## src/rtl/vga_pkg.sv

```systemverilog
// rtl/vga_pkg.sv - shared widths, frame defaults, FSM states and min/max helpers for the fill controller
package vga_pkg;

  localparam int W_DEF = 336;
  localparam int H_DEF = 210;
  localparam int XW    = 10;
  localparam int YW    = 9;
  localparam int CW    = 3;

  typedef enum logic {
    S_IDLE = 1'b0,
    S_FILL = 1'b1
  } state_t;

  function automatic logic [XW-1:0] min_x(input logic [XW-1:0] a, input logic [XW-1:0] b);
    return (a < b) ? a : b;
  endfunction

  function automatic logic [XW-1:0] max_x(input logic [XW-1:0] a, input logic [XW-1:0] b);
    return (a > b) ? a : b;
  endfunction

  function automatic logic [YW-1:0] min_y(input logic [YW-1:0] a, input logic [YW-1:0] b);
    return (a < b) ? a : b;
  endfunction

  function automatic logic [YW-1:0] max_y(input logic [YW-1:0] a, input logic [YW-1:0] b);
    return (a > b) ? a : b;
  endfunction

endpackage

```

## src/rtl/vga_fill_ctrl_if.sv

```systemverilog
// rtl/vga_fill_ctrl_if.sv - fill request, direct pixel and plot port bundle
interface vga_fill_ctrl_if;
  import vga_pkg::*;

  logic          start;
  logic [XW-1:0] x0;
  logic [XW-1:0] x1;
  logic [YW-1:0] y0;
  logic [YW-1:0] y1;
  logic [CW-1:0] fill_color;

  logic          pix_req;
  logic [XW-1:0] pix_x;
  logic [YW-1:0] pix_y;
  logic [CW-1:0] pix_color;

  logic          busy;
  logic          done;
  logic [XW-1:0] vga_x;
  logic [YW-1:0] vga_y;
  logic [CW-1:0] vga_color;
  logic          vga_plot;

  modport master (
    output start, x0, x1, y0, y1, fill_color,
    output pix_req, pix_x, pix_y, pix_color,
    input  busy, done, vga_x, vga_y, vga_color, vga_plot
  );

  modport slave (
    input  start, x0, x1, y0, y1, fill_color,
    input  pix_req, pix_x, pix_y, pix_color,
    output busy, done, vga_x, vga_y, vga_color, vga_plot
  );

endinterface

```

## src/rtl/vga_raster_cnt.sv

```systemverilog
// rtl/vga_raster_cnt.sv - raster cursor over a latched rectangle with load, step and last flag
module vga_raster_cnt
  import vga_pkg::*;
(
  input  logic          clk,
  input  logic          reset_n,
  input  logic          load,
  input  logic          step,
  input  logic [XW-1:0] xl,
  input  logic [XW-1:0] xh,
  input  logic [YW-1:0] yl,
  input  logic [YW-1:0] yh,
  output logic [XW-1:0] cx,
  output logic [YW-1:0] cy,
  output logic          last
);

  logic [XW-1:0] xl_q;
  logic [XW-1:0] xh_q;
  logic [YW-1:0] yh_q;

  // Latch bounds on load, then walk columns first and wrap to the next row at xh.
  always_ff @(posedge clk or negedge reset_n) begin
    if (!reset_n) begin
      xl_q <= '0;
      xh_q <= '0;
      yh_q <= '0;
      cx   <= '0;
      cy   <= '0;
    end else if (load) begin
      xl_q <= xl;
      xh_q <= xh;
      yh_q <= yh;
      cx   <= xl;
      cy   <= yl;
    end else if (step) begin
      if (cx == xh_q) begin
        cx <= xl_q;
        cy <= cy + 1'b1;
      end else begin
        cx <= cx + 1'b1;
      end
    end
  end

  assign last = (cx == xh_q) && (cy == yh_q);

endmodule

```

## src/rtl/vga_fill_ctrl.sv

```systemverilog
// rtl/vga_fill_ctrl.sv - rectangle fill scheduler with priority direct pixel writes to the frame store
module vga_fill_ctrl
  import vga_pkg::*;
#(
  parameter int W = W_DEF,
  parameter int H = H_DEF
) (
  input  logic            clk,
  input  logic            reset_n,
  vga_fill_ctrl_if.slave  bus
);

  localparam logic [XW-1:0] X_MAX = XW'(W - 1);
  localparam logic [YW-1:0] Y_MAX = YW'(H - 1);

  state_t        state;
  logic          busy_q;
  logic          done_q;
  logic          plot_q;
  logic [XW-1:0] x_q;
  logic [YW-1:0] y_q;
  logic [CW-1:0] c_q;
  logic [CW-1:0] fill_c_q;

  logic [XW-1:0] xl_c;
  logic [XW-1:0] xmax_c;
  logic [XW-1:0] xh_c;
  logic [YW-1:0] yl_c;
  logic [YW-1:0] ymax_c;
  logic [YW-1:0] yh_c;
  logic          fill_empty;
  logic          pix_ok;
  logic          load;
  logic          step;

  logic [XW-1:0] cx;
  logic [YW-1:0] cy;
  logic          last;

  // Normalise corners, clip the high edges to the frame and decide load/step.
  always_comb begin
    xl_c       = min_x(bus.x0, bus.x1);
    xmax_c     = max_x(bus.x0, bus.x1);
    xh_c       = (xmax_c > X_MAX) ? X_MAX : xmax_c;
    yl_c       = min_y(bus.y0, bus.y1);
    ymax_c     = max_y(bus.y0, bus.y1);
    yh_c       = (ymax_c > Y_MAX) ? Y_MAX : ymax_c;
    fill_empty = (xl_c > X_MAX) || (yl_c > Y_MAX);
    pix_ok     = (bus.pix_x <= X_MAX) && (bus.pix_y <= Y_MAX);
    load       = (state == S_IDLE) && bus.start && !fill_empty;
    step       = (state == S_FILL) && !bus.pix_req;
  end

  vga_raster_cnt u_cursor (
    .clk     (clk),
    .reset_n (reset_n),
    .load    (load),
    .step    (step),
    .xl      (xl_c),
    .xh      (xh_c),
    .yl      (yl_c),
    .yh      (yh_c),
    .cx      (cx),
    .cy      (cy),
    .last    (last)
  );

  // Scheduler FSM: a direct pixel always wins the plot slot; otherwise the cursor pixel goes out.
  always_ff @(posedge clk or negedge reset_n) begin
    if (!reset_n) begin
      state    <= S_IDLE;
      busy_q   <= 1'b0;
      done_q   <= 1'b0;
      plot_q   <= 1'b0;
      x_q      <= '0;
      y_q      <= '0;
      c_q      <= '0;
      fill_c_q <= '0;
    end else begin
      done_q <= 1'b0;
      plot_q <= 1'b0;
      // Out-of-frame direct pixels are dropped but still occupy the slot.
      if (bus.pix_req && pix_ok) begin
        plot_q <= 1'b1;
        x_q    <= bus.pix_x;
        y_q    <= bus.pix_y;
        c_q    <= bus.pix_color;
      end
      case (state)
        S_IDLE: begin
          if (bus.start) begin
            if (fill_empty) begin
              done_q <= 1'b1;
            end else begin
              state    <= S_FILL;
              busy_q   <= 1'b1;
              fill_c_q <= bus.fill_color;
            end
          end
        end
        S_FILL: begin
          if (!bus.pix_req) begin
            plot_q <= 1'b1;
            x_q    <= cx;
            y_q    <= cy;
            c_q    <= fill_c_q;
            if (last) begin
              state  <= S_IDLE;
              busy_q <= 1'b0;
              done_q <= 1'b1;
            end
          end
        end
        default: state <= S_IDLE;
      endcase
    end
  end

  assign bus.busy      = busy_q;
  assign bus.done      = done_q;
  assign bus.vga_plot  = plot_q;
  assign bus.vga_x     = x_q;
  assign bus.vga_y     = y_q;
  assign bus.vga_color = c_q;

endmodule
```

## src/flat_wrapper.sv

```systemverilog
// flat-port wrapper written by rule: the top's interface ports become plain ports
module vga_fill_ctrl_flat import vga_pkg::*;
#(
  parameter int W = W_DEF,
  parameter int H = H_DEF
)
  (clk, reset_n, bus_start, bus_x0, bus_x1, bus_y0, bus_y1, bus_fill_color, bus_pix_req, bus_pix_x, bus_pix_y, bus_pix_color, bus_busy, bus_done, bus_vga_x, bus_vga_y, bus_vga_color, bus_vga_plot);
  vga_fill_ctrl_if bus_i ();
  input  logic clk;
  input  logic reset_n;
  input wire logic [$bits(bus_i.start)-1:0] bus_start;
  input wire logic [$bits(bus_i.x0)-1:0] bus_x0;
  input wire logic [$bits(bus_i.x1)-1:0] bus_x1;
  input wire logic [$bits(bus_i.y0)-1:0] bus_y0;
  input wire logic [$bits(bus_i.y1)-1:0] bus_y1;
  input wire logic [$bits(bus_i.fill_color)-1:0] bus_fill_color;
  input wire logic [$bits(bus_i.pix_req)-1:0] bus_pix_req;
  input wire logic [$bits(bus_i.pix_x)-1:0] bus_pix_x;
  input wire logic [$bits(bus_i.pix_y)-1:0] bus_pix_y;
  input wire logic [$bits(bus_i.pix_color)-1:0] bus_pix_color;
  output wire logic [$bits(bus_i.busy)-1:0] bus_busy;
  output wire logic [$bits(bus_i.done)-1:0] bus_done;
  output wire logic [$bits(bus_i.vga_x)-1:0] bus_vga_x;
  output wire logic [$bits(bus_i.vga_y)-1:0] bus_vga_y;
  output wire logic [$bits(bus_i.vga_color)-1:0] bus_vga_color;
  output wire logic [$bits(bus_i.vga_plot)-1:0] bus_vga_plot;
  assign bus_i.start = bus_start;
  assign bus_i.x0 = bus_x0;
  assign bus_i.x1 = bus_x1;
  assign bus_i.y0 = bus_y0;
  assign bus_i.y1 = bus_y1;
  assign bus_i.fill_color = bus_fill_color;
  assign bus_i.pix_req = bus_pix_req;
  assign bus_i.pix_x = bus_pix_x;
  assign bus_i.pix_y = bus_pix_y;
  assign bus_i.pix_color = bus_pix_color;
  assign bus_busy = bus_i.busy;
  assign bus_done = bus_i.done;
  assign bus_vga_x = bus_i.vga_x;
  assign bus_vga_y = bus_i.vga_y;
  assign bus_vga_color = bus_i.vga_color;
  assign bus_vga_plot = bus_i.vga_plot;
  vga_fill_ctrl #(.W(W), .H(H)) u_core (.clk(clk), .reset_n(reset_n), .bus(bus_i));
endmodule
```

## config.mk

```make
export PLATFORM = sky130hd
export DESIGN_NAME = vga_fill_ctrl_flat
export DESIGN_NICKNAME = d
export VERILOG_FILES = /design/src/rtl/vga_pkg.sv /design/src/rtl/vga_fill_ctrl_if.sv /design/src/rtl/vga_raster_cnt.sv /design/src/rtl/vga_fill_ctrl.sv /design/src/flat_wrapper.sv
export SDC_FILE = /design/constraint.sdc
export NUM_CORES = 1
export LEC_CHECK = 0
export BUFFER_PORTS_ARGS = -buffer_cell sky130_fd_sc_hd__buf_2
export CORE_ASPECT_RATIO = 0.75
export CORE_MARGIN = 1
export CORE_UTILIZATION = 25
export CTS_CLUSTER_SIZE = 24
export DETAILED_ROUTE_END_ITERATION = 10
export SLEW_MARGIN = 10
export SYNTH_ARGS = -nofsm -noshare
export SYNTH_HDL_FRONTEND = slang
export SYNTH_HIERARCHICAL = 1
export SYNTH_SLANG_ARGS = --single-unit
```

## constraint.sdc

```tcl
create_clock -name clk -period 4.7 [get_ports clk]
set_input_delay 0.235 -clock clk [delete_from_list [all_inputs] [get_ports clk]]
set_output_delay 0.235 -clock clk [all_outputs]
set_load 0.1 [all_outputs]
```

## Word level (Yosys, flattened, before mapping)

Index checks and enable logic that the tools add are counted.

- Reduce and logical (&&, ||, !) cells: 14
- Bitwise gates (word level): 2
- Muxes and demuxes: 39
- Equal/unequal tests: 6
- $add $sub $neg: 2
- $lt $le $gt $ge: 10

Operators by type and width:

| cell | number |
|---|---|
| $mux 10 | 9 |
| $mux 9 | 9 |
| $gt 10x9->1 const B | 2 |
| $gt 9x8->1 const B | 2 |
| $mux 1 | 15 |
| $add 10x1->10 const B | 1 |
| $eq 10x10->1 | 1 |
| $gt 10x10->1 | 1 |
| $le 10x9->1 const B | 1 |
| $lt 10x10->1 | 1 |
| $add 9x1->9 const B | 1 |
| $eq 9x9->1 | 1 |
| $gt 9x9->1 | 1 |
| $le 9x8->1 const B | 1 |
| $lt 9x9->1 | 1 |
| $mux 3 | 3 |
| $ne 2x2->1 const B | 4 |
| $logic_and 1x1->1 | 6 |
| $pmux 1 s2 | 3 |
| $reduce_and 4->1 | 1 |
| $reduce_bool 2->1 | 2 |
| $reduce_and 3->1 | 1 |
| $logic_not 1->1 | 2 |
| $not 1->1 | 2 |
| other kinds (2) | 2 |

- Flip-flop bits (word level): 77
- Bits of input ports: 67
- Output and inout bits: 25
- Word-level logic and storage cells: 86

## Depth between registers and ports, before layout

Gate-level depths: netlist of run 1.

- Depth after elaboration: 8
- Depth in mapped cells: 15
- Mapped depth without buffers: 12

## Cells and area by module

Netlist of run 1, hierarchy kept.

Modules (own cells, without submodules):

| module | area an instance (µm²) | times used | cells an instance | seq. area each (µm²) |
|---|---|---|---|---|
| vga_raster_cnt | 2556.2 | 1 | 237 | 1201.2 |
| vga_fill_ctrl | 2421.1 | 1 | 292 | 725.7 |

## Worst setup path after synthesis of run 1

OpenSTA, ideal clock, no wires.

- Path type: input to register
- From: input bus_y1[4]
- To: register u_core.u_cursor.xh_q[6]
- Buffers on the path: 3
- Arrival time: 3.368 ns
- Cell stages on the path: 12
- Slack: 1.207 ns
- Required time: 4.575 ns
- Setup time: 0.125 ns
- Cells stage by stage: inv_1 -> ha_1 -> a21oi_2 -> o21ai_2 -> a2111oi_4 -> mux2i_1 -> o211ai_2 -> nor4_4 -> clkbuf_1 -> clkbuf_1 -> clkbuf_1 -> mux2_2

- Longest elaborated chain between the ends: 6

RTL lines:

| element | line | RTL |
|---|---|---|
| start, declared | flat_wrapper.sv:15 | `input wire logic [$bits(bus_i.y1)-1:0] bus_y1;` |
| $lt 9x9->1 | vga_pkg.sv:24 | `return (a < b) ? a : b;` |
| $mux 9 (*) | vga_pkg.sv:24 |  |
| $gt 9x8->1 (*) | vga_fill_ctrl.sv:48 | `fill_empty = (xl_c > X_MAX) \|\| (yl_c > Y_MAX);` |
| $logic_or 1x1->1 (*) | vga_fill_ctrl.sv:48 |  |
| $logic_not 1->1 (*) | vga_fill_ctrl.sv:50 | `load = (state == S_IDLE) && bus.start && !fill_empty;` |
| $logic_and 1x1->1 (*) | vga_fill_ctrl.sv:50 |  |
| net u_core.load | vga_fill_ctrl.sv:33 | `logic load;` |
| end signal, assigned | vga_raster_cnt.sv:32 | `xh_q <= xh;` |
| end, declared | vga_raster_cnt.sv:19 | `logic [XW-1:0] xh_q;` |

Mark *: on every way through the listed nets, which the timed path passes. The rest lies on a longest branch.
A chain may end at the register's enable or synchronous reset.

## Worst setup path in the final report of run 1

- From: input bus_x1[9]
- To: register u_core.u_cursor.cx[3]

- Longest elaborated chain between the ends: 7
- Elaborated cells on any way between the ends: 8
- Classes of those cells: order compare: 2; mux: 2; reduce/logical: 4

RTL lines:

| element | line | RTL |
|---|---|---|
| start, declared | flat_wrapper.sv:13 | `input wire logic [$bits(bus_i.x1)-1:0] bus_x1;` |
| $lt 10x10->1 | vga_pkg.sv:16 | `return (a < b) ? a : b;` |
| $mux 10 (*) | vga_pkg.sv:16 |  |
| $gt 10x9->1 (*) | vga_fill_ctrl.sv:48 |  |
| $logic_or 1x1->1 (*) | vga_fill_ctrl.sv:48 |  |
| $logic_not 1->1 (*) | vga_fill_ctrl.sv:50 |  |
| $logic_and 1x1->1 (*) | vga_fill_ctrl.sv:50 |  |
| net u_core.load | vga_fill_ctrl.sv:33 |  |
| $mux 10 / $reduce_bool 2->1 (equally long branches) | n/a |  |
| end signal, assigned | vga_raster_cnt.sv:34 | `cx <= xl;` |
| end signal, assigned | vga_raster_cnt.sv:38 | `cx <= xl_q;` |
| end signal, assigned | vga_raster_cnt.sv:41 | `cx <= cx + 1'b1;` |
| end, declared | vga_raster_cnt.sv:13 | `output logic [XW-1:0] cx,` |

Marks and branches as above.

==> qor.txt, run 1 <==
===========================================================================================
Required time reported for the critical path endpoint                               4.94 ns
Post-synth top flop                                                                 dfrtp_1
Setup ws final                                                                     1.562 ns
Final slew viol count                                                                     0
Power density cells                                                            572.4 nW/um^2
HPWL after detailed placement                                                       9772 um
Hold Fails Final Rpt                                                                      0
Top cells by area, synth                                                       dfrtp_1 39%, mux2_2 7.0%, mux2i_1 6.0%, o21ai_0 5.9%, nand2_1 5.4%
Routed len/inst                                                                    14.78 um
Clock skew after layout                                                         0.004942 ns
Count of mapped cells out of synthesis                                                  529
Count of instances resized after the clock tree is built                                  0
Total of warnings raised by yosys                                                         6
Remaining antenna violation count after routing                                           0
Highest fanout seen on the critical path                                                 36
DIE AREA                                                                        20480 sq um
Total routed wirelength                                                            12890 um
Startpoint type of the worst setup path                                        primary input
# port buffers                                                                           91
Synthesis-to-layout area growth                                                      20.44%
Number of synthesized flops with an enable pin                                            0
Critical Path End Type                                                            flip-flop
Netlist Area Pre-Place                                                           4977 sq um
Post-synthesis sequential area ratio                                                 38.71%
Maximum number of pins on one net before global-route repair                             78
Peak supply drop                                                                  0.4235 mV
Drt drc                                                                                   0
I/O pin count                                                                            92
Number of register bits inferred by synthesis                                            77
Result of the run                                                              finished, final reports clean
Combinational share of power                                                          45.4%
Number of hold buffers added after CTS                                                    0
Final cell count without fillers                                                        872
Fraction of layout instances using a drive strength above 1                          26.82%
Number of buffers inserted during clock tree synthesis                                    9
Highest-count cells in the layout ignoring fill and taps                       90 x buf_2, 77 x dfrtp_1, 72 x nand2_1, 59 x o21ai_0
Total Neg Setup Slack                                                                  0 ns
Number of design-rule violations left by the first detailed-router iteration            310
Static leakage                                                                     2.814 nW
Area inside the core boundary                                                   19430 sq um
Global-route track usage on met3                                                     2.697%
Minimum clock period                                                               3.138 ns
Fraction of met1 tracks used by global routing                                       18.83%
Total instance count after detailed placement                                           856
Overall die height                                                                 124.2 um
Met2 Usage GRT                                                                       18.64%
Fin nets                                                                                702
Wire length of the first global-routing pass                                       20090 um
Fmax achieved                                                                     318.6 MHz
Vias in the first global route                                                         3746
H-tree depth reported by CTS                                                              3
Inserted Diodes                                                                           0
Number of clock sinks                                                                    77
RSZ-0062 raised after global routing                                                     no
Average cell area after synthesis                                               9.409 sq um
Portion of the clock cycle consumed by the worst path in the final layout            66.77%
Clock Pin Slew Worst Setup and Hold Paths                                           0.06 ns
Grt peak-use layer                                                                     met1
Number of setup buffers added after CTS                                                   0
Placer's final routability congestion estimate                                       0.8642
Post-detailed-route via-to-cell ratio                                                 4.744
Remaining max-slew budget at the tightest pin                                        34.85%
Clk_lat worst skew                                                                  0.34 ns
Setup violation total in the final timing report                                          0
Hold crit path type                                                            primary input to async pin
Clk buf depth                                                                             2
TritonCTS clock tree                                                                  built
Psw                                                                                1.642 mW
Leading cell type in the layout, fill and taps excluded                               buf_2
Vias                                                                                   4137
Crit path arrival time                                                              3.38 ns
Total of max-cap violations                                                               0
First drt pass iteration count                                                            5
Proportion of power drawn by the clock network                                        20.2%
Synth async-reset ratio                                                              100.0%
Overflow left after global routing                                                        0
Pin slew with the least headroom to its limit                                     0.9772 ns
Number of antenna violations at the first check in global routing                         1
Share of total power in sequential cells                                              34.4%
Global-route usage over all layers                                                   12.76%
Die Width                                                                          164.9 um
Library cell occupying the most area in the post-synthesis netlist                  dfrtp_1
Post-placement setup slack                                                         1.291 ns
Cell at the root of the clock tree                                                clkbuf_16
Effective utilization at floorplan                                                   25.61%
Post-synthesis cell type count                                                           53
Internal power                                                                     1.789 mW
Critical path start-end classification                                         primary input to flip-flop
Fraction of synthesized cell area taken by the top area cell type                    38.71%
Number of filler cells placed in the layout                                            2051
Cell row count                                                                           44
Switching fraction of total power                                                    47.86%
===========================================================================================
[layout make-up]
cell class | instances | area [sq um] | area share [%]
sequential | 77 | 1927 | 32.14
clock buffer | 10 | 239.0 | 3.987
inverter | 32 | 120.1 | 2.004
clock inverter | 6 | 62.56 | 1.044
multi-input combinational | 397 | 2826 | 47.15
timing repair buffer | 97 | 503.0 | 8.391
tap | 253 | 316.6 | 5.281
[synth_stat cells (2+ instances only)]
cell / instances
inv_1: 31
nand4_4: 2
mux2i_1: 30
nand3_1: 21
and3_1: 2
xor2_1: 8
o31ai_1: 4
nor3_2: 2
nor2_1: 22
and2_1: 4
o211ai_1: 9
a22oi_1: 5
mux2_2: 31
nand2_1: 72
nor3_1: 10
a31oi_1: 2
and4_1: 3
buf_2: 2
o21a_1: 2
a21oi_2: 3
a211oi_1: 3
nor4_4: 2
clkbuf_1: 19
a21oi_1: 10
dfrtp_1: 77
buf_6: 3
nor2b_1: 2
mux2_4: 3
o21ai_0: 59
nor4_1: 7
or3_1: 5
nand2b_1: 2
nand4_1: 9
ha_1: 21
xnor2_1: 24
[logic make-up (layout without fill, tap and decap cells)]
family,count (synthesis),in the layout,share of synthesized area (%)
compound gates,110,110,14.33
simple gates,168,168,17.30
other cells,1,2,0.07534
flops,77,77,38.71
fa+ha+maj,21,21,5.279
xor+xnor,32,32,5.631
mux,64,64,13.95
buf+inv,56,145,4.726
[registers in the layout (all words and copies together) (netlist names)]
name / flops
u_core/bus.vga_color: 3
u_core/state: 1
u_core/bus.busy: 1
u_core/bus.done: 1
u_core/bus.vga_x: 10
u_core/fill_c_q: 3
u_core/u_cursor/cx: 10
u_core/bus.vga_plot: 1
u_core/bus.vga_y: 9
u_core/u_cursor/cy: 9
u_core/u_cursor/yh_q: 9
u_core/u_cursor/xl_q: 10
u_core/u_cursor/xh_q: 10
[per-layer routing]
layer | share of wire [%] | vias to the layer above
li1 | - | 2045
met3 | 5.5 | 10
met1 | 52 | 1951
met4 | 0.75 | 2
met2 | 42 | 129
met5 | 0.10 | -
[critical path, stage by stage]
cell and delay (ns):
buf_2 0.12, inv_1 0.14, ha_1 0.29, nand2_1 0.08, nor2_1 0.05, a211oi_2 0.26, and2_1 0.62, o211ai_2 0.21
nor4_4 0.26, buf_4 0.41, nor2_1 0.25, o21ai_0 0.13, nor2_1 0.06, nor3_1 0.23
[stage by stage]
stage                     area, sq um  hold slack [ns]  util [%]  power, mW
after floorplan                  4981         -0.06059         -      2.385
after global placement           5693           0.4576     29.29      2.724
after detailed placement         5693           0.4631     29.29      2.744
after CTS                        5995           0.1059     30.85      3.450
after global routing             5995           0.1283     30.85      3.620
final                            5995          0.04553     30.85      3.432
[power groups by stage]
stage                     Sequential, mW  Combinational, mW  Clock, mW
after floorplan                     1.69              0.695          0
final                               1.18               1.56      0.693
after global routing                1.22               1.67      0.738
after CTS                           1.18               1.56      0.711
after global placement              1.18               1.54          0
after detailed placement            1.19               1.56          0
[final timing paths]
path                                                    from                                 to  slack [ns]  cells past startpoint
min in group clk                           bus_fill_color[1]     u_core/fill_c_q[1]$_DFFE_PN0P_        0.13                      2
max reg2reg                u_core/u_cursor/cx[0]$_DFFE_PN0P_        u_core/bus.busy$_DFFE_PN0P_        1.88                      7
max                                                bus_x1[9]  u_core/u_cursor/cx[3]$_DFFE_PN0P_        1.56                     14
max in group asynchronous                            reset_n  u_core/u_cursor/cy[4]$_DFFE_PN0P_        4.00                      1
min                                                  reset_n      u_core/bus.vga_x[2]$_DFF_PN0_        0.05                      1
min reg2reg                      u_core/bus.busy$_DFFE_PN0P_        u_core/bus.busy$_DFFE_PN0P_        0.48                      1
No activity file was read; power rests on OpenSTA's default activity.
==> run 2: changes to the inputs <==
==> constraint.sdc (replaced) <==
create_clock -name clk -period 2.9 [get_ports clk]
set_input_delay 0.145 -clock clk [delete_from_list [all_inputs] [get_ports clk]]
set_output_delay 0.145 -clock clk [all_outputs]
set_load 0.1 [all_outputs]
==> run 2 against run 1 <==
The flow now finishes with violations (negative hold slack); final area is 5.8% higher; total power is 66% higher; via count is 3.2% higher; die area stayed put; utilization is 1.8 points higher; critical path depth is 1 lower; register-to-register slack worse by 1.3 ns; clock skew is 0.0019 ns higher; flip-flop and latch count stayed put; final cell count is 3.0% higher; combinational power is 76% higher; worst setup slack worse by 1.4 ns; critical path type unchanged.
==> qor.txt, run 2 (same netlist as run 1, synthesis figures left out) <==
===========================================================================================
Total routed wirelength                                                            13200 um   +2.4%
Drt drc                                                                                   0   unchanged
Number of antenna violations at the first check in global routing                         0   -1
Highest fanout seen on the critical path                                                  9   -75%
Wire length of the first global-routing pass                                       21220 um   +5.7%
Startpoint type of the worst setup path                                        primary input
Number of setup buffers added after CTS                                                   0   unchanged
Clock skew after layout                                                         0.006845 ns   +0.001903 ns
HPWL after detailed placement                                                      10360 um   +6.0%
Most frequent cell on the critical path                                               buf_4
Cell at the root of the clock tree                                                clkbuf_16
Required time reported for the critical path endpoint                               3.12 ns   -1.82 ns
Highest-count cells in the layout ignoring fill and taps                       90 x buf_2, 77 x dfrtp_1, 72 x nand2_1, 59 x o21ai_0, 31 x buf_4
R2R Setup Slk                                                                       0.53 ns   -1.35 ns
Remaining antenna violation count after routing                                           0   unchanged
Portion of the clock cycle consumed by the worst path in the final layout            92.97%
Clk buf depth                                                                             2   unchanged
Effective utilization at floorplan                                                   25.61%   unchanged
Remaining max-slew budget at the tightest pin                                        34.82%   about the same
Critical Path End Type                                                            flip-flop
Leading cell type in the layout, fill and taps excluded                               buf_2
Post-detailed-route via-to-cell ratio                                                 4.756   +0.25%
Crit path arrival time                                                              2.91 ns   -0.47 ns
Routed len/inst                                                                    14.70 um   -0.54%
Reg2Reg Launch Point                                                           u_core/u_cursor/cx[1]$_DFFE_PN0P_
Number of clock sinks                                                                    77   unchanged
Number of design-rule violations left by the first detailed-router iteration            355   +15%
Global-route usage over all layers                                                   13.32%   +0.56 points
DIE AREA                                                                        20480 sq um   unchanged
Reg2reg end                                                                    u_core/bus.busy$_DFFE_PN0P_
Count of instances resized after the clock tree is built                                  0   unchanged
Worst-case hold slack                                                           -0.04755 ns   -0.09308 ns
Power consumption                                                                  5.699 mW   +66%
Number of hold buffers added after CTS                                                    0   unchanged
Die Width                                                                          164.9 um   unchanged
RSZ-0062 raised after global routing                                                     no
Static leakage                                                                     2.950 nW   +4.9%
Inserted Diodes                                                                           0   unchanged
Slowest CP cell                                                                   a2111oi_4
Peak per-stage delay on the critical path                                           0.41 ns   -0.21 ns
Pin slew with the least headroom to its limit                                     0.9777 ns   +0.0004894 ns
Total instance count after detailed placement                                           882   +3.0%
Fmax achieved                                                                     370.9 MHz
Final cell count without fillers                                                        898   +3.0%
Number of filler cells placed in the layout                                            2033   -0.88%
Synthesis-to-layout area growth                                                      27.45%
Cell row count                                                                           44   unchanged
Vias in the first global route                                                         3973   +6.1%
Hold Fails Final Rpt                                                                     41   +41
Minimum clock period                                                               2.696 ns
FF/Latch Area                                                                    1927 sq um   unchanged
Clock Pin Slew Worst Setup and Hold Paths                                           0.06 ns   about the same
Setup violation total in the final timing report                                          0   unchanged
Critical path start-end classification                                         primary input to flip-flop
Vias                                                                                   4271   +3.2%
Fin nets                                                                                728   +3.7%
# port buffers                                                                           91   unchanged
Peak supply drop                                                                  0.8018 mV   +89%
Number of cell instances on the worst register-to-register path                           8   +1
Ordered cell list for the critical path                                        buf_2 > inv_12 > ha_4 > nand4_1 > inv_1 > a2111oi_4 > mux2i_1 > buf_4 > o211ai_2 > nor4_4 > buf_4 > buf_4 > mux2_2
Total of max-cap violations                                                               0   unchanged
H-tree depth reported by CTS                                                              3   unchanged
Violated checks                                                                negative hold slack
Overflow left after global routing                                                        0   unchanged
Number of buffers inserted during clock tree synthesis                                    9   unchanged
Placer's final routability congestion estimate                                       0.8093   -6.4%
Result of the run                                                              complete, but fails checks
I/O pin count                                                                            92   unchanged
Overall die height                                                                 124.2 um   unchanged
Total area of multi-input combinational cells                                    2933 sq um   +3.8%
Final slew viol count                                                                     0   unchanged
Power density cells                                                            898.4 nW/um^2   +57%
Maximum number of pins on one net before global-route repair                             78   unchanged
Area inside the core boundary                                                   19430 sq um   unchanged
Fraction of layout instances using a drive strength above 1                          31.47%   +4.7 points
First drt pass iteration count                                                            5   unchanged
TritonCTS clock tree                                                                  built
Clk_lat worst skew                                                                  0.33 ns   about the same
Hold crit path type                                                            primary input to async pin
===========================================================================================
==> run 2: cell types whose count changed in the layout (fill, tap and decap cells not counted), moves of 3 or more <==
cell / previous run / this run
mux2_2: 31 / 26
inv_4: 0 / 3
ha_1: 21 / 14
mux2_4: 3 / 8
ha_4: 0 / 7
buf_4: 7 / 31
inv_1: 31 / 25
==> run 2: area by class of cell <==
| cell class | instances | area share, % |
|---|---|---|
| repair buffers | 123 | 11.40 |
| well taps | 253 | 4.990 |
| multi-input cells | 397 | 46.23 |
| clock inverters | 5 | 0.9270 |
| clock buffers | 11 | 3.669 |
| inverters | 32 | 2.406 |
| flip-flops and latches | 77 | 30.37 |
==> run 2: how the worst max path moves through the flow <==
stage / start / endpoint / slack, ns
after floorplan: bus_y1[8] / u_core/u_cursor/xh_q[6]$_DFFE_PN0P_ / -0.05
after global placement: bus_y1[8] / u_core/u_cursor/xl_q[7]$_DFFE_PN0P_ / -0.19
after detailed placement: bus_y1[8] / u_core/u_cursor/xl_q[7]$_DFFE_PN0P_ / -0.22
after CTS: bus_y1[8] / u_core/u_cursor/xl_q[8]$_DFFE_PN0P_ / 0.13
after global routing: bus_y1[8] / u_core/u_cursor/xl_q[7]$_DFFE_PN0P_ / 0.008
final: bus_y1[8] / u_core/u_cursor/xl_q[8]$_DFFE_PN0P_ / 0.20
==> run 2: through the flow <==
step / setup TNS [ns] / cell area (sq um) / setup WS [ns] / utilization (%)
3_5_place_dp: -6.110 / 6052 / -0.2165 / 31.14
4_1_cts: 0 / 6344 / 0.1289 / 32.64
6_report: 0 / 6344 / 0.2040 / 32.64
3_3_place_gp: -5.341 / 6052 / -0.1872 / 31.14
5_1_grt: 0 / 6344 / 0.008039 / 32.64
2_1_floorplan: -0.2330 / 5160 / -0.04619 / -
==> run 2: report_power, final <==
group          total (mW)  internal (mW)  switching, mW
Sequential           1.85           1.49          0.362
Combinational        2.74          0.854           1.89
Clock                1.11          0.669          0.440
Total                5.70           3.01           2.69
==> run 2: per-layer routing <==
metal  track usage [%]  part of all wire (%)  vias to the layer above
met5                 0                     0                        -
met4             3.268                  0.62                        0
li1                  -                     -                     2104
met1             20.94                    54                     2030
met2             18.43                    40                      130
met3             2.131                   5.3                        7
==> run 2: worst max-delay path: cells and delay by family <==
| family | cells | cell delay (ns) |
|---|---|---|
| compound gates | 2 | 0.52 |
| fa+ha+maj | 1 | 0.23 |
| buf+inv | 6 | 0.88 |
| mux | 2 | 0.69 |
| simple gates | 2 | 0.44 |
==> run 3: changes to the inputs <==
--- a/config.mk
+++ b/config.mk
@@ -6,11 +6,13 @@
 export NUM_CORES = 1
 export LEC_CHECK = 0
 export BUFFER_PORTS_ARGS = -buffer_cell sky130_fd_sc_hd__buf_2
-export CORE_ASPECT_RATIO = 0.75
+export CORE_ASPECT_RATIO = 0.6
 export CORE_MARGIN = 1
 export CORE_UTILIZATION = 25
 export CTS_CLUSTER_SIZE = 24
 export DETAILED_ROUTE_END_ITERATION = 10
+export HOLD_SLACK_MARGIN = 0.03
+export PLACE_DENSITY_LB_ADDON = 0.12
 export SLEW_MARGIN = 10
 export SYNTH_ARGS = -nofsm -noshare
 export SYNTH_HDL_FRONTEND = slang
==> run 3 against run 2 <==
The flow now finishes without violations; die area about the same; routed wire length up 15%; count of clock-buffer cells in the layout down 1; utilization up 0.68 points; global-route usage up 2.1 points; worst setup slack better by 0.11 ns; critical path type unchanged; critical endpoint is now u_core/u_cursor/cx[9]$_DFFE_PN0P_; largest cell class unchanged; highest routed layer unchanged.
==> qor.txt, run 3 (same netlist as run 1, synthesis figures left out) <==
===========================================================================================
Result of the run                                                              finished, final reports clean
Reg2Reg Launch Point                                                           u_core/u_cursor/cx[0]$_DFFE_PN0P_
Psw                                                                                2.800 mW   +4.0%
First drt pass iteration count                                                            4   -1
Remaining antenna violation count after routing                                           0   unchanged
Inserted Diodes                                                                           0   unchanged
Effective utilization at floorplan                                                   25.82%   +0.21 points
Number of setup buffers added after CTS                                                   0   unchanged
Wire length of the first global-routing pass                                       23830 um   +12%
TritonCTS clock tree                                                                  built
Highest fanout seen on the critical path                                                 22   +13
Fin nets                                                                                731   +0.41%
Startpoint of the most critical setup path                                        bus_y1[8]
Total of max-cap violations                                                               0   unchanged
Clk_lat worst skew                                                                  0.34 ns   about the same
Critical Path End Type                                                            flip-flop
Minimum clock period                                                               2.584 ns   -0.1124 ns
Clock skew after layout                                                         0.008539 ns   +0.001694 ns
Area inside the core boundary                                                   19270 sq um   -0.82%
Crit path arrival time                                                              2.80 ns   -0.11 ns
Number of clock sinks                                                                    77   unchanged
Total Neg Setup Slack                                                                  0 ns   unchanged
Vias in the first global route                                                         4164   +4.8%
Reg2reg end                                                                    u_core/bus.busy$_DFFE_PN0P_
Maximum number of pins on one net before global-route repair                             78   unchanged
Leading cell type in the layout, fill and taps excluded                               buf_2
Remaining max-slew budget at the tightest pin                                        33.21%   -1.6 points
Placer's final routability congestion estimate                                       0.7929   -2.0%
DIE AREA                                                                        20500 sq um   about the same
Post-route standard cell area excluding fillers                                  6422 sq um   +1.2%
Proportion of power drawn by the clock network                                        20.9%   +1.5 points
Capturing instance or port of the critical path                                u_core/u_cursor/cx[9]$_DFFE_PN0P_
HPWL after detailed placement                                                      12150 um   +17%
Drt drc                                                                                   0   unchanged
Setup violation total in the final timing report                                          0   unchanged
Post-detailed-route via-to-cell ratio                                                 4.676   -1.7%
Routed len/inst                                                                    16.65 um   +13%
Total instance count after detailed placement                                           895   +1.5%
H-tree depth reported by CTS                                                              3   unchanged
Pin slew with the least headroom to its limit                                      1.002 ns   +0.02409 ns
Startpoint type of the worst setup path                                        primary input
Total routed wirelength                                                            15220 um   +15%
Static leakage                                                                     2.977 nW   +0.91%
Number of buffers inserted during clock tree synthesis                                    9   unchanged
Switching fraction of total power                                                    47.40%   +0.18 points
RSZ-0062 raised after global routing                                                     no
Overflow left after global routing                                                        0   unchanged
Fraction of layout instances using a drive strength above 1                          31.48%   about the same
Required time reported for the critical path endpoint                               3.12 ns   about the same
Die Width                                                                          184.2 um   +12%
Cell at the root of the clock tree                                                clkbuf_16
Cell row count                                                                           39   -11%
Synthesis-to-layout area growth                                                      29.03%
Critical path start-end classification                                         primary input to flip-flop
Clock Pin Slew Worst Setup and Hold Paths                                           0.06 ns   about the same
Hold crit path type                                                            primary input to flip-flop
Overall die height                                                                 111.3 um   -10%
Vias                                                                                   4274   +0.070%
Final Util                                                                           33.32%   +0.68 points
Number of design-rule violations left by the first detailed-router iteration            312   -12%
Global-route usage over all layers                                                   15.40%   +2.1 points
Final cell count without fillers                                                        914   +1.8%
Final slew viol count                                                                     0   unchanged
Clk buf depth                                                                             2   unchanged
R2R Setup Slk                                                                       0.48 ns   -0.05 ns
Share of total power in sequential cells                                              32.1%   -0.3 points
Internal power                                                                     3.107 mW   +3.3%
Combinational share of power                                                          47.0%   -1.1 points
Portion of the clock cycle consumed by the worst path in the final layout            89.09%   -3.9 points
Power density cells                                                            919.8 nW/um^2   +2.4%
Number of antenna violations at the first check in global routing                         0   unchanged
I/O pin count                                                                            92   unchanged
# port buffers                                                                           91   unchanged
Fmax achieved                                                                     387.0 MHz   +4.3%
Peak supply drop                                                                  0.5400 mV   -33%
Placed instance area                                                             6068 sq um   +0.27%
Number of cell instances on the worst register-to-register path                           8   unchanged
Highest-count cells in the layout ignoring fill and taps                       90 x buf_2, 77 x dfrtp_1, 72 x nand2_1, 59 x o21ai_0, 31 x buf_4
Hold Fails Final Rpt                                                                      0   -100%
===========================================================================================
run 3: critical path, cell delays in order:
cell	delay (ns)
buf_2	0.18
inv_12	0.03
ha_4	0.23
nand4_1	0.16
inv_1	0.10
a2111oi_4	0.42
buf_4	0.19
mux2i_1	0.24
inv_2	0.09
nor4_4	0.24
buf_4	0.20
buf_12	0.17
nor2_1	0.11
a22oi_1	0.18
o21ai_0	0.10
run 3: final cells by class:
class / count / area, sq um
Fill cell: 2005 / 12850
Multi-Input combinational cell: 397 / 2933
Sequential cell: 77 / 1927
Timing Repair Buffer: 126 / 753.2
Tap cell: 266 / 332.8
Clock buffer: 10 / 229.0
Inverter: 32 / 152.6
Clock inverter: 6 / 95.09
run 3: routing by layer:
| metal | GRT usage, % | part of all wire (%) | routed length, um | up-vias |
|---|---|---|---|---|
| met5 | 0 | 0 | 0 | - |
| met4 | 3.000 | 0.45 | 68 | 0 |
| met3 | 3.187 | 5.4 | 818 | 9 |
| met2 | 18.23 | 35 | 5279 | 129 |
| met1 | 26.56 | 59 | 9051 | 2033 |
| li1 | - | - | - | 2103 |
run 3: how the worst min path moves through the flow:
stage | slack [ns] | endpoint | depth (start not counted) | start
2_1_floorplan | -0.15 | u_core/bus.busy$_DFFE_PN0P_ | 0 | reset_n
3_3_place_gp | 0.38 | u_core/bus.vga_x[3]$_DFF_PN0_ | 1 | reset_n
3_5_place_dp | 0.38 | u_core/bus.vga_x[2]$_DFF_PN0_ | 1 | reset_n
4_1_cts | 0.04 | u_core/fill_c_q[2]$_DFFE_PN0P_ | 2 | bus_fill_color[2]
5_1_grt | 0.04 | u_core/fill_c_q[2]$_DFFE_PN0P_ | 2 | bus_fill_color[2]
6_report | 0.06 | u_core/fill_c_q[2]$_DFFE_PN0P_ | 2 | bus_fill_color[2]
run 3: stage by stage:
| step | hold slack, ns | power [mW] | setup WS (ns) |
|---|---|---|---|
| final | 0.05579 | 5.908 | 0.3163 |
| after global routing | 0.03588 | 6.255 | 0.1206 |
| after CTS | 0.04128 | 5.962 | 0.2986 |
| after detailed placement | 0.3828 | 4.696 | -0.06834 |
| after global placement | 0.3795 | 4.669 | 0.04684 |
| after floorplan | -0.1506 | 3.894 | -0.04619 |
run 3: what timing repair did:
item,in CTS,in global routing
endpoints found under the hold margin,55,0
hold buffers,3,0
gates resized for setup,0,0
run 3: power groups by stage:
stage	Combinational [mW]	Clock (mW)	Sequential (mW)
2_1_floorplan	1.16	0	2.74
3_3_place_gp	2.76	0	1.91
3_5_place_dp	2.77	0	1.92
4_1_cts	2.78	1.27	1.90
5_1_grt	2.98	1.32	1.96
6_report	2.78	1.24	1.89
